`src/rtl/jtag_mem_access_reg.sv`:
```
// JTAG memory-access data register: shifts in {op, addr, wdata}, issues one bus access per
// Update-DR, and captures read data plus sticky status. Optional macro: JTAG_MEM_TIMEOUT_EN.
module jtag_mem_access_reg #(
  parameter int unsigned ADDR_WIDTH     = 32,
  parameter int unsigned DATA_WIDTH     = 32,
  parameter int unsigned TIMEOUT_CYCLES = 255
) (
  input  logic                  tck_i,
  input  logic                  rst_ni,
  input  logic                  td_i,
  output logic                  td_o,
  input  logic                  sel_i,
  input  logic                  capture_dr_i,
  input  logic                  shift_dr_i,
  input  logic                  update_dr_i,
  output logic                  req_o,
  output logic                  we_o,
  output logic [ADDR_WIDTH-1:0] addr_o,
  output logic [DATA_WIDTH-1:0] wdata_o,
  input  logic                  gnt_i,
  input  logic                  rvalid_i,
  input  logic [DATA_WIDTH-1:0] rdata_i,
  input  logic                  err_i
);

  // state   | meaning
  // IDLE    | no access in flight, commands accepted
  // REQ     | req_o held with stable address/data until gnt_i
  // WAIT    | granted, waiting for rvalid_i (or timeout when enabled)
  typedef enum logic [1:0] {ST_IDLE, ST_REQ, ST_WAIT} state_e;
  typedef enum logic [1:0] {OP_NOP = 2'b00, OP_READ = 2'b01, OP_WRITE = 2'b10,
                            OP_READ_NEXT = 2'b11} op_e;

  localparam int unsigned L = 2 + ADDR_WIDTH + DATA_WIDTH;
  localparam logic [ADDR_WIDTH-1:0] ADDR_STEP = ADDR_WIDTH'(DATA_WIDTH / 8);

  if (TIMEOUT_CYCLES == 0) begin : g_bad_timeout
    $error("TIMEOUT_CYCLES must be at least 1");
  end
  if ((DATA_WIDTH % 8) != 0) begin : g_bad_width
    $error("DATA_WIDTH must be a multiple of 8");
  end

  state_e                state_q, state_d;
  logic [L-1:0]          dr_q, dr_d;
  logic                  req_q, req_d;
  logic                  we_q, we_d;
  logic [ADDR_WIDTH-1:0] addr_q, addr_d;
  logic [DATA_WIDTH-1:0] wdata_q, wdata_d;
  logic [DATA_WIDTH-1:0] rdata_q, rdata_d;
  logic [ADDR_WIDTH-1:0] next_addr_q, next_addr_d;
  logic                  err_q, err_d;
  logic                  ovr_q, ovr_d;

`ifdef JTAG_MEM_TIMEOUT_EN
  localparam int unsigned TO_W = $clog2(TIMEOUT_CYCLES + 1);
  logic [TO_W-1:0]       to_cnt_q, to_cnt_d;
`endif

  op_e                   op;
  logic                  busy;
  logic                  cmd_vld;
  logic [ADDR_WIDTH-1:0] dr_addr;
  logic [DATA_WIDTH-1:0] dr_wdata;

  assign op       = op_e'(dr_q[L-1 -: 2]);
  assign dr_addr  = dr_q[DATA_WIDTH +: ADDR_WIDTH];
  assign dr_wdata = dr_q[DATA_WIDTH-1:0];
  assign busy     = (state_q != ST_IDLE);
  assign cmd_vld  = sel_i & update_dr_i & (op != OP_NOP);

  always_comb begin
    state_d     = state_q;
    dr_d        = dr_q;
    req_d       = req_q;
    we_d        = we_q;
    addr_d      = addr_q;
    wdata_d     = wdata_q;
    rdata_d     = rdata_q;
    next_addr_d = next_addr_q;
    err_d       = err_q;
    ovr_d       = ovr_q;
`ifdef JTAG_MEM_TIMEOUT_EN
    to_cnt_d    = to_cnt_q;
`endif

    // Capture clears the sticky bits first so a set event below on the same edge wins.
    if (sel_i && capture_dr_i) begin
      dr_d                   = '0;
      dr_d[DATA_WIDTH-1:0]   = rdata_q;
      dr_d[DATA_WIDTH]       = busy;
      dr_d[DATA_WIDTH+1]     = err_q;
      dr_d[DATA_WIDTH+2]     = ovr_q;
      err_d                  = 1'b0;
      ovr_d                  = 1'b0;
    end else if (sel_i && shift_dr_i) begin
      dr_d = {td_i, dr_q[L-1:1]};
    end

    unique case (state_q)
      ST_IDLE: begin
        if (cmd_vld) begin
          state_d = ST_REQ;
          req_d   = 1'b1;
          we_d    = (op == OP_WRITE);
          addr_d  = (op == OP_READ_NEXT) ? next_addr_q : dr_addr;
          wdata_d = dr_wdata;
        end
      end
      ST_REQ: begin
        if (cmd_vld) ovr_d = 1'b1;
        if (gnt_i) begin
          req_d   = 1'b0;
          state_d = ST_WAIT;
`ifdef JTAG_MEM_TIMEOUT_EN
          to_cnt_d = TO_W'(TIMEOUT_CYCLES - 1);
`endif
        end
      end
      ST_WAIT: begin
        if (cmd_vld) ovr_d = 1'b1;
        if (rvalid_i) begin
          if (!we_q) rdata_d = rdata_i;
          if (err_i) err_d = 1'b1;
          next_addr_d = addr_q + ADDR_STEP;
          state_d     = ST_IDLE;
        end
`ifdef JTAG_MEM_TIMEOUT_EN
        else if (to_cnt_q == '0) begin
          err_d   = 1'b1;
          state_d = ST_IDLE;
        end else begin
          to_cnt_d = to_cnt_q - TO_W'(1);
        end
`endif
      end
      default: begin
        state_d = ST_IDLE;
        req_d   = 1'b0;
      end
    endcase
  end

  always_ff @(posedge tck_i or negedge rst_ni) begin
    if (!rst_ni) begin
      state_q     <= ST_IDLE;
      dr_q        <= '0;
      req_q       <= 1'b0;
      we_q        <= 1'b0;
      addr_q      <= '0;
      wdata_q     <= '0;
      rdata_q     <= '0;
      next_addr_q <= '0;
      err_q       <= 1'b0;
      ovr_q       <= 1'b0;
`ifdef JTAG_MEM_TIMEOUT_EN
      to_cnt_q    <= '0;
`endif
    end else begin
      state_q     <= state_d;
      dr_q        <= dr_d;
      req_q       <= req_d;
      we_q        <= we_d;
      addr_q      <= addr_d;
      wdata_q     <= wdata_d;
      rdata_q     <= rdata_d;
      next_addr_q <= next_addr_d;
      err_q       <= err_d;
      ovr_q       <= ovr_d;
`ifdef JTAG_MEM_TIMEOUT_EN
      to_cnt_q    <= to_cnt_d;
`endif
    end
  end

  assign td_o    = dr_q[0];
  assign req_o   = req_q;
  assign we_o    = we_q;
  assign addr_o  = addr_q;
  assign wdata_o = wdata_q;

endmodule
```
`config.mk`:
```
export PLATFORM = sky130hd
export DESIGN_NAME = jtag_mem_access_reg
export DESIGN_NICKNAME = d
export VERILOG_FILES = /design/src/rtl/jtag_mem_access_reg.sv
export SDC_FILE = /design/constraint.sdc
export NUM_CORES = 1
export LEC_CHECK = 0
export BUFFER_PORTS_ARGS = -buffer_cell sky130_fd_sc_hd__buf_4
export CELL_PAD_IN_SITES_DETAIL_PLACEMENT = 0
export CELL_PAD_IN_SITES_GLOBAL_PLACEMENT = 1
export CORE_ASPECT_RATIO = 1.1
export CORE_MARGIN = 2
export CORE_UTILIZATION = 24
export DETAILED_ROUTE_END_ITERATION = 6
export PLACE_DENSITY_LB_ADDON = 0.1
export SLEW_MARGIN = 0
export SYNTH_ARGS = -nofsm -noshare
export SYNTH_HDL_FRONTEND = slang
export SYNTH_SLANG_ARGS = --single-unit
```
`constraint.sdc`:
```
create_clock -name tck_i -period 2.6 [get_ports tck_i]
set_input_delay 0.13 -clock tck_i [delete_from_list [all_inputs] [get_ports tck_i]]
set_output_delay 0.13 -clock tck_i [all_outputs]
set_load 0.05 [all_outputs]
```
==> metrics.md <==
| Metric | Value |
|---|---|
| Status | complete, no violations |
| Static leakage | 5.03 nW |
| Clock transition at the registers of the reported paths | 90 ps |
| Full die area | 37900 um^2 |
| Setup crit end kind | flip-flop |
| Power per cell area | 944 nW/um^2 |
| Residual DRC | 0 |
| Setup violators final | 0 |
| Hold Crit Class | in -> reg |
| Post-synthesis cell type count | 47 |
| CTS Sinks | 200 |
| Synth top area cells | dfrtp_1 57%, nand2_1 8.6%, mux2_2 8.2% |
| Unrepaired setup endpoints after global routing | no |
| Layout cells sized above 1 | 24.1% |
| DRT Pass-1 Iters | 4 |
| GRT met3 Usage | 3.05% |
| Clk_lat worst skew | 450 ps |
| Worst-Margin Slew | 586 ps |
| Fmax | 515 MHz |
| Slew margin rel. | 61.0% |
| Clk_skew | 16.1 ps |
| Max cap viols | 0 |
| Number of global-route vias before repair | 6672 |
| Power Total | 10.5 mW |
| Routed via count | 6521 |
| Critical Path AT | 2310 ps |
| Avg Cell Area, Syn | 10.4 um^2 |
| Synth Register Bits | 200 |
| Root buf cell | clkbuf_16 |
| Placeable Area | 36000 um^2 |
| Share of the synthesized area in the top cell type | 57.3% |
| Synth area leader | dfrtp_1 |
| Die height | 204 um |
| GR Util met1 | 17.8% |
| GRT overflow | 0 |
| Gpl congestion | 0.690 |
| First-pass GRT wire length | 39800 um |
| Total GRT Usage | 13.8% |
| Syn nets | 888 |
| Met2 Use GR | 23.2% |
| Commonest non-fill, non-tap cell in the layout | dfrtp_1 |
| Floorplan row count | 73 |
| Crit path time final | 1940 ps |
| DP HPWL | 16900 um |
| Setup bufs post-CTS | 0 |
| Most frequent cells in the layout | 200 x dfrtp_1, 196 x nand2_1, 118 x buf_4 |
| Area grow syn2layout | 27.6% |
| Core Util, Final | 31.0% |
| Number of synthesized flops with an enable pin | 0 |
| Detailed-route vias per instance | 4.45 |
| Worst IR Drop VDD | 0.541 mV |
| Initial antenna violation count | 1 |
| Final WL | 24900 um |
| Slew Viols, Final | 0 |
| Htree depth | 4 |
| Initial drt markers | 316 |
| CP Data Required Time | 2970 ps |
| CTS Buf Count | 17 |
| Worst r2r path cells | 5 |
| Top Ports | 109 |
| Wire per inst | 17.0 um |
| Largest net degree at the start of global routing | 65 |
| Yosys warns | 0 |
| Port Buffer Count | 108 |
| Setup TNS | 0 ps |
| GR peak layer | met2 |
| Worst-path fanout max | 9 |
| Starting Density | 24.3% |
| CP Launch Type | flip-flop |
| Post-DRT Antenna Nets | 0 |
| Post-synth ARST share | 100% |
| Final worst-path setup slack | 658 ps |
| Synth Instances | 841 |
| WS Path Type | reg -> reg |
| Worst Hold Depth | 2 |
| Sequential share of the synthesized area | 57.3% |
| Most used flip-flop cell after synthesis | dfrtp_1 |
| Final-report hold violation count | 0 |
| Clock Path Buffers | 2 |
| Final Cycle Share | 74.7% |
| Die width | 186 um |
| Post-Place Setup Slack | 684 ps |
| Mapped Area | 8740 um^2 |
| Fin nets | 1013 |
| TritonCTS clock tree | yes |
[synth_stat cells, types with 8 or more instances]
cell type / instances
a31oi_1: 49
buf_2: 8
mux2_2: 64
clkbuf_1: 37
nor2_1: 51
o21ai_0: 49
a21oi_1: 33
buf_1: 8
dfrtp_1: 200
nand3_1: 10
mux2i_1: 32
o31ai_1: 11
or4_1: 10
nand2_1: 200
[layer usage]
layer / up-vias / routed length, um
met5: - / 0
met4: 0 / 274
met3: 16 / 970
met2: 105 / 12300
met1: 3234 / 11400
li1: 3166 / -
[critical path, stage by stage (launching register included)]
cell and delay [ps]:
dfrtp_1 450, ha_1 240, and3_1 230, nand3_2 210
or4_1 550, a31oi_1 160
[area by class of cell]
cell class | count | area [um^2]
diodes | 1 | 2.50
clock buffers | 18 | 439
clock inverters | 14 | 163
fillers | 3868 | 24800
inverters | 6 | 22.5
multi-input cells | 579 | 3500
flip-flops and latches | 200 | 5000
well taps | 487 | 609
repair buffers | 162 | 1400
[sequential cells by signal, indices dropped and copies added (netlist names)]
name,cells
wdata_o,32
we_o,1
addr_o,32
req_o,1
ovr_q,1
rdata_q,32
err_q,1
next_addr_q,32
dr_q,66
state_q,2
[cells by family after synthesis]
group | after synthesis | share of synthesized area [%]
multiplexers | 97 | 12.0
XOR/XNOR | 13 | 1.30
AND/OR/NAND/NOR | 310 | 15.5
AO/OA/AOI/OAI | 154 | 10.3
adder cells (fa/ha/maj) | 5 | 0.716
buffers and inverters | 62 | 2.82
flip-flops | 200 | 57.3
[through the flow]
step | instances | hold slack (ps) | area (um^2)
after floorplan | 841 | -166 | 8740
after global placement | 1398 | 131 | 10200
after detailed placement | 1398 | 128 | 10200
after CTS | 1466 | 10.7 | 11100
after global routing | 1467 | 11.9 | 11100
final | 1467 | 12.0 | 11100
[path summary, 6_finish.rpt]
check	from	to	slack, ps
max in group asynchronous	rst_ni	rdata_q[16]$_DFFE_PN0P_	1670
min reg2reg	next_addr_q[3]$_DFFE_PN0P_	next_addr_q[3]$_DFFE_PN0P_	480
max	addr_o[2]$_DFFE_PN0P_	next_addr_q[24]$_DFFE_PN0P_	660
min	sel_i	dr_q[45]$_DFFE_PN0P_	10
max reg2reg	addr_o[2]$_DFFE_PN0P_	next_addr_q[24]$_DFFE_PN0P_	660
min in group asynchronous	rst_ni	dr_q[48]$_DFFE_PN0P_	210
[power by group]
part / switching (mW) / total [mW] / internal, mW
Combinational: 1.93 / 3.15 / 1.22
Clock: 1.32 / 2.79 / 1.47
Sequential: 0.592 / 4.59 / 4.00
Total: 3.84 / 10.5 / 6.68
[timing repair]
| item | in CTS | in global routing |
|---|---|---|
| resized for setup | 0 | 0 |
| hold buffers | 36 | 0 |
| hold endpoints to repair | 97 | 0 |
No activity file was read; power rests on OpenSTA's default activity.
